==> src/rtl/mem_arbiter.sv <==
// Single-port RAM arbiter: data requests win over fetch, with a streak limit.
// Optional MEM_ARB_STATS_EN adds per-requester completion counters.
module mem_arbiter #(
    parameter int DSTREAK_MAX = 4,
    parameter int CNT_W       = 3
) (
    input  logic        CLK,
    input  logic        nRST,
    input  logic        iREN,
    input  logic [31:0] iaddr,
    output logic        iwait,
    output logic [31:0] iload,
    input  logic        dREN,
    input  logic        dWEN,
    input  logic [31:0] daddr,
    input  logic [31:0] dstore,
    output logic        dwait,
    output logic [31:0] dload,
    output logic        ramREN,
    output logic        ramWEN,
    output logic [31:0] ramaddr,
    output logic [31:0] ramstore,
    input  logic [31:0] ramload,
    input  logic [1:0]  ramstate
`ifdef MEM_ARB_STATS_EN
    ,
    output logic [31:0] icount,
    output logic [31:0] dcount
`endif
);

    typedef enum logic [1:0] {IDLE, IGRANT, DGRANT} state_t;

    localparam logic [1:0]       ACCESS = 2'd2;
    localparam logic [CNT_W-1:0] SMAX   = CNT_W'(DSTREAK_MAX);

    state_t           r_state;
    logic [CNT_W-1:0] r_streak;

    logic w_dreq;
    logic w_access;
    logic w_idone;
    logic w_ddone;
    logic w_force_i;

    assign w_dreq    = dREN | dWEN;
    assign w_access  = (ramstate == ACCESS);
    assign w_idone   = (r_state == IGRANT) && iREN && w_access;
    assign w_ddone   = (r_state == DGRANT) && w_dreq && w_access;
    assign w_force_i = iREN && (r_streak >= SMAX);

    always_ff @(posedge CLK or negedge nRST) begin
        if (!nRST) begin
            r_state  <= IDLE;
            r_streak <= '0;
        end else begin
            case (r_state)
                IDLE: begin
                    if (w_dreq && !w_force_i) begin
                        r_state <= DGRANT;
                        if (!iREN)
                            r_streak <= '0;
                        else if (r_streak < SMAX)
                            r_streak <= r_streak + 1'b1;
                    end else if (iREN) begin
                        r_state  <= IGRANT;
                        r_streak <= '0;
                    end
                end
                IGRANT: begin
                    if (!iREN || w_access)
                        r_state <= IDLE;
                end
                DGRANT: begin
                    if (!w_dreq || w_access)
                        r_state <= IDLE;
                end
                default: r_state <= IDLE;
            endcase
        end
    end

    // Enables follow the live request so a withdrawal drops them at once
    always_comb begin
        ramREN   = 1'b0;
        ramWEN   = 1'b0;
        ramaddr  = '0;
        ramstore = '0;
        iwait    = 1'b1;
        dwait    = 1'b1;
        iload    = '0;
        dload    = '0;
        case (r_state)
            IGRANT: begin
                ramREN  = iREN;
                ramaddr = iaddr;
                iwait   = !w_idone;
                iload   = ramload;
            end
            DGRANT: begin
                ramWEN   = dWEN;
                ramREN   = dREN & ~dWEN;
                ramaddr  = daddr;
                ramstore = dstore;
                dwait    = !w_ddone;
                dload    = ramload;
            end
            default: ;
        endcase
    end

`ifdef MEM_ARB_STATS_EN
    always_ff @(posedge CLK or negedge nRST) begin
        if (!nRST) begin
            icount <= '0;
            dcount <= '0;
        end else begin
            if (w_idone)
                icount <= icount + 32'd1;
            if (w_ddone)
                dcount <= dcount + 32'd1;
        end
    end
`endif

endmodule

==> config.mk <==
export PLATFORM = sky130hd
export DESIGN_NAME = mem_arbiter
export DESIGN_NICKNAME = d
export VERILOG_FILES = /design/src/rtl/mem_arbiter.sv
export SDC_FILE = /design/constraint.sdc
export NUM_CORES = 1
export LEC_CHECK = 0
export BUFFER_PORTS_ARGS = -buffer_cell sky130_fd_sc_hd__buf_2
export CAP_MARGIN = 20
export CORE_AREA = 2 2 104 106
export DETAILED_ROUTE_END_ITERATION = 10
export DIE_AREA = 0 0 106 108
export PLACE_DENSITY = 0.56
export SLEW_MARGIN = 20
export SYNTH_ARGS = -nofsm -noshare
export SYNTH_HDL_FRONTEND = slang
export SYNTH_SLANG_ARGS = --single-unit
==> constraint.sdc <==
create_clock -name CLK -period 1.75 [get_ports CLK]
set_input_delay 0.35 -clock CLK [delete_from_list [all_inputs] [get_ports CLK]]
set_output_delay 0.35 -clock CLK [all_outputs]
set_load 0.005 [all_outputs]
Word level (Yosys, flattened, before mapping) --
Cells that the tools add are included.
Cells by class: equal/unequal tests 7, reductions and logical operators 17, bitwise logic cells 3, order comparisons 2, $add $sub $neg 1, mux-type cells 17
Operators with widths (number):
- $mux W32 | 3
- $pmux W32 S2 | 1
- $mux W3 | 4
- $mux W2 | 4
- $logic_and A1 B1 Y1 | 6
- $pmux W2 S3 | 1
- $reduce_and A3 Y1 | 2
- $logic_not A1 Y1 | 5
- $eq A2 B2 Y1 const B | 2
- $ne A2 B1 Y1 const B | 2
- $add A3 B1 Y3 const B | 1
- $ge A3 B3 Y1 const B | 1
- $lt A3 B3 Y1 const B | 1
- $mux W1 | 3
- $ne A3 B2 Y1 const B | 1
- $ne A3 B3 Y1 const B | 1
- $eq A2 B1 Y1 const B | 1
- $logic_not A2 Y1 | 1
- $logic_or A1 B1 Y1 | 2
- $pmux W1 S2 | 1
- $reduce_bool A2 Y1 | 1
- $and A1 B1 Y1 | 1
- $not A1 Y1 | 1
- $or A1 B1 Y1 | 1
Storage, ports and cells: logic and storage cells 49, flip-flop bits (word level) 5, output and inout bits 132, input bits 135

Depth between registers and ports, before layout --
depth in word-level cells 6, gate-level depth with buffers 7, gate-level depth less buffers 6

Worst setup path after synthesis --
No wires, ideal clock.
path type flip-flop to output port, from reg r_state[0], to out dload[22], path slack 239 ps, stages on the path, launching flop included 7, arrival 1161 ps, data required time 1400 ps, path buffers 3, cells stage by stage dfrtp_1 inv_1 ha_1 buf_6 buf_4 buf_2 and2_1
Between the ends: longest elaborated chain between the ends 2
Ends and longest elaborated chain:
- start, declared | line 37 | state_t r_state;
- start signal, assigned | line 54 | r_state <= IDLE;
- start signal, assigned | line 60 | r_state <= DGRANT;
- start signal, assigned | line 66 | r_state <= IGRANT;
- $eq A2 B2 Y1 | line 93 | case (r_state)
- $mux W32 | line 93
- end, declared | line 18 | output logic [31:0] dload,
No other way between the ends.

Worst setup path in the final report --
from reg r_state[1], to out ramstore[28]
Between the ends: longest elaborated chain between the ends 2
Ends and longest elaborated chain:
- $eq A2 B2 Y1 | line 93
- $mux W32 | line 93
- end, declared | line 22 | output logic [31:0] ramstore,
No other way between the ends.

==> insert_results.sql <==
INSERT INTO impl_metrics (metric_group, metric, value, unit) VALUES
('sta', 'final_max_slew_viol_count', '0', ''),
('setup_path', 'critPathRequiredTime', '1.40', 'ns'),
('yosys', 'avgSynthCellArea', '6.916', 'µm²'),
('floorplanning', 'floorplan.rows', '37', ''),
('sta', 'slew_headroom', '0.8309', ''),
('sta', 'rsz_0062_raised_after_global_routing', 'yes', ''),
('setup_path', 'crit_path_cell_trace', 'ha_4 > buf_12 > buf_12 > clkbuf_16 > and2_1 > buf_2', ''),
('sta', 'period_needed', '1.880', 'ns'),
('cts', 'clock_buffer_count_from_cts', '3', ''),
('power', 'vdd_drop_max', '0.8309', 'mV'),
('sta', 'fin_tns_setup', '-5.088', 'ns'),
('floorplanning', 'io_pins', '267', ''),
('setup_path', 'critical_path.startpoint', 'r_state[1]$_DFFE_PN0P_', ''),
('cts', 'cts_root_buf', 'sky130_fd_sc_hd__clkbuf_8', ''),
('setup_path', 'critical_path.max_fanout', '6', ''),
('sta', 'timing.final.hold_violations', '0', ''),
('routing', 'wl_per_cell', '14.74', 'µm'),
('final_layout', 'diodes', '0', ''),
('global_routing', 'gr_usage_total', '0.1329', ''),
('yosys', 'synth_fp_nets', '357', ''),
('floorplanning', 'start_util', '0.1474', ''),
('power', 'power-per-cell-area', '1294', 'nW/µm²'),
('place', 'gp_routability_congestion', '0.7439', ''),
('sta', 'clock_skew', '0.003216', 'ns'),
('setup_path', 'timing_worst_setup_path_type', 'register to primary output', ''),
('setup_path', 'worstSetupEndpointType', 'primary output', ''),
('yosys', 'synth_enable_flop_cells', '0', ''),
('routing', 'drc', '0', ''),
('yosys', 'syn_inst', '218', ''),
('yosys', 'ys_ff_latch', '5', ''),
('setup_path', 'crit_path_top_delay_cell', 'sky130_fd_sc_hd__dfrtp_1', ''),
('sta', 'setup_violators_final', '65', ''),
('power', 'leakage', '2.128', 'nW'),
('yosys', 'post_synth_instance_area', '1508', 'µm²'),
('routing', 'ant_nets', '0', ''),
('setup_path', 'termination_of_the_worst_setup_path', 'ramstore[28]', ''),
('yosys', 'yosys_most_used_dff', 'sky130_fd_sc_hd__dfrtp_1', ''),
('cts', 'clkSlewWorstSetupHoldPaths', '0.04', 'ns'),
('outcome', 'status', 'finished, violations left', ''),
('final_layout', 'net_count_final', '634', ''),
('setup_path', 'r2r.worst_path.cells', '8', ''),
('routing', 'drt-vias-per-instance', '4.203', ''),
('sta', 'final_critical_path_setup_slack', '-0.1295', 'ns'),
('yosys', 'async_reset_ff_frac', '1.000', ''),
('floorplanning', 'floorplan.die.width', '106', 'µm'),
('floorplanning', 'die_area', '11450', 'µm²'),
('sta', 'period_share', '1.074', ''),
('sta', 'worst_pin_slew', '0.2527', 'ns'),
('cts', 'clkLatencyLatePin', '0.22', 'ns'),
('global_routing', 'largest_net_degree_at_the_start_of_global_routing', '35', ''),
('yosys', 'synth_sequential_area_ratio', '0.08299', ''),
('cts', 'cts_max_path_bufs', '2', ''),
('setup_path', 'worst_ep_arrival_time', '1.53', 'ns'),
('global_routing', 'met3_usage', '0.02049', ''),
('floorplanning', 'core-area', '10230', 'µm²'),
('setup_path', 'crit_top_cell', 'sky130_fd_sc_hd__buf_12', ''),
('final_layout', 'area_growth_syn_to_layout', '156.3', '%'),
('outcome', 'failed_checks', 'setup timing', ''),
('setup_path', 'regToRegSetupSlack', '0.10', 'ns'),
('hold_path', 'worstHoldPathType', 'input pin to asynchronous set/reset pin', ''),
('routing', 'drt-pass1-iter-count', '6', ''),
('setup_path', 'timing.critical_path.from_type', 'register', ''),
('global_routing', 'first_global_vias', '2459', ''),
('global_routing', 'busiest_layer', 'met2', ''),
('routing', 'num_vias', '2648', ''),
('yosys', 'post_synth_main_area_contributors', 'sky130_fd_sc_hd__and2_1 (41%), sky130_fd_sc_hd__a22oi_1 (16%), sky130_fd_sc_hd__nor2b_1 (14%)', ''),
('floorplanning', 'die_height', '108', 'µm'),
('routing', 'wirelength', '9287', 'µm'),
('yosys', 'synth_common_cells', 'sky130_fd_sc_hd__and2_1 (98), sky130_fd_sc_hd__nor2b_1 (33), sky130_fd_sc_hd__a22oi_1 (32), sky130_fd_sc_hd__clkbuf_1 (8)', ''),
('yosys', 'synth_top_area_share', '0.4066', ''),
('cts', 'cts_sink_cnt', '5', '');
[state kept, by name, summed over array words and instances (netlist names)]
| register | count |
|---|---|
| r_streak | 3 |
| r_state | 2 |
[per-layer routing]
metal / vias up / share of wire
met3: 8 / 0.072
met5: - / 0
met1: 1212 / 0.38
met2: 151 / 0.54
met4: 0 / 0.0081
li1: 1277 / -
[placed cells by master (no fill, tap or decap), drive strengths merged, types with 2 or more instances in the layout]
| master | Yosys | routed |
|---|---|---|
| a22o | 3 | 3 |
| a22oi | 32 | 32 |
| and2 | 98 | 98 |
| buf | 11 | 288 |
| clkbuf | 10 | 8 |
| dfrtp | 5 | 5 |
| ha | 4 | 4 |
| inv | 2 | 2 |
| nand2 | 5 | 5 |
| nand3 | 3 | 3 |
| nor2 | 3 | 3 |
| nor2b | 33 | 33 |
| o21ai | 3 | 3 |
[power by group]
group	switching, mW	internal [mW]
Combinational	1.76	2.83
Clock	0.0559	0.156
Sequential	0.0321	0.157
[cell families after synthesis]
logic type	count (synthesis)	synth area share
DFF	5	0.08299
AOI/OAI and AO/OA	39	0.1967
muxes	2	0.01411
adders and majority gates	4	0.03320
and+or+nand+nor	145	0.5925
buffers and inverters	23	0.08050
[critical path, delay by kind of cell (launching register included)]
family	cells	cell delay (ns)
buffers and inverters	4	0.55
flip-flops	1	0.41
adder cells (fa/ha/maj)	1	0.21
AND/OR/NAND/NOR	1	0.14
[stage by stage]
step                total power, mW    util  area, µm²  hold slack (ns)  instances
floorplan                     1.656       -       1508          0.05441        218
global route                  5.373  0.3778       3865           0.4938        630
CTS                           4.301  0.3449       3528           0.4692        624
global placement              2.765  0.2928       2995           0.1711        605
detailed placement            2.810  0.2928       2995           0.1680        605
finish                        5.000  0.3778       3865           0.4646        630
[repair_timing]
item / in CTS / in global routing
hold endpoints to repair: 5 / 0
hold buffers: 1 / 0
buffers inserted: 7 / 3
pin swaps: 0 / 1
endpoints found under the setup margin: 114 / 124
cloned: 7 / 4
gates resized for setup: 47 / 53
[cell type report]
class | count | share of cell area
clock buffer | 4 | 0.01165
inverter | 2 | 0.001942
multi-input combinational | 190 | 0.3710
sequential | 5 | 0.03237
tap | 136 | 0.04403
timing repair buffer | 293 | 0.5390
[worst min path at each step]
| stage | startpoint | endpoint | cells after the start |
|---|---|---|---|
| CTS | nRST | r_streak[2]$_DFFE_PN0P_ | 2 |
| floorplan | nRST | r_state[0]$_DFFE_PN0P_ | 0 |
| global placement | nRST | r_streak[0]$_DFFE_PN0P_ | 1 |
| detailed placement | nRST | r_streak[0]$_DFFE_PN0P_ | 1 |
| finish | nRST | r_streak[2]$_DFFE_PN0P_ | 2 |
| global route | nRST | r_streak[2]$_DFFE_PN0P_ | 2 |
Note: power is estimated with default switching activity, not from simulation.
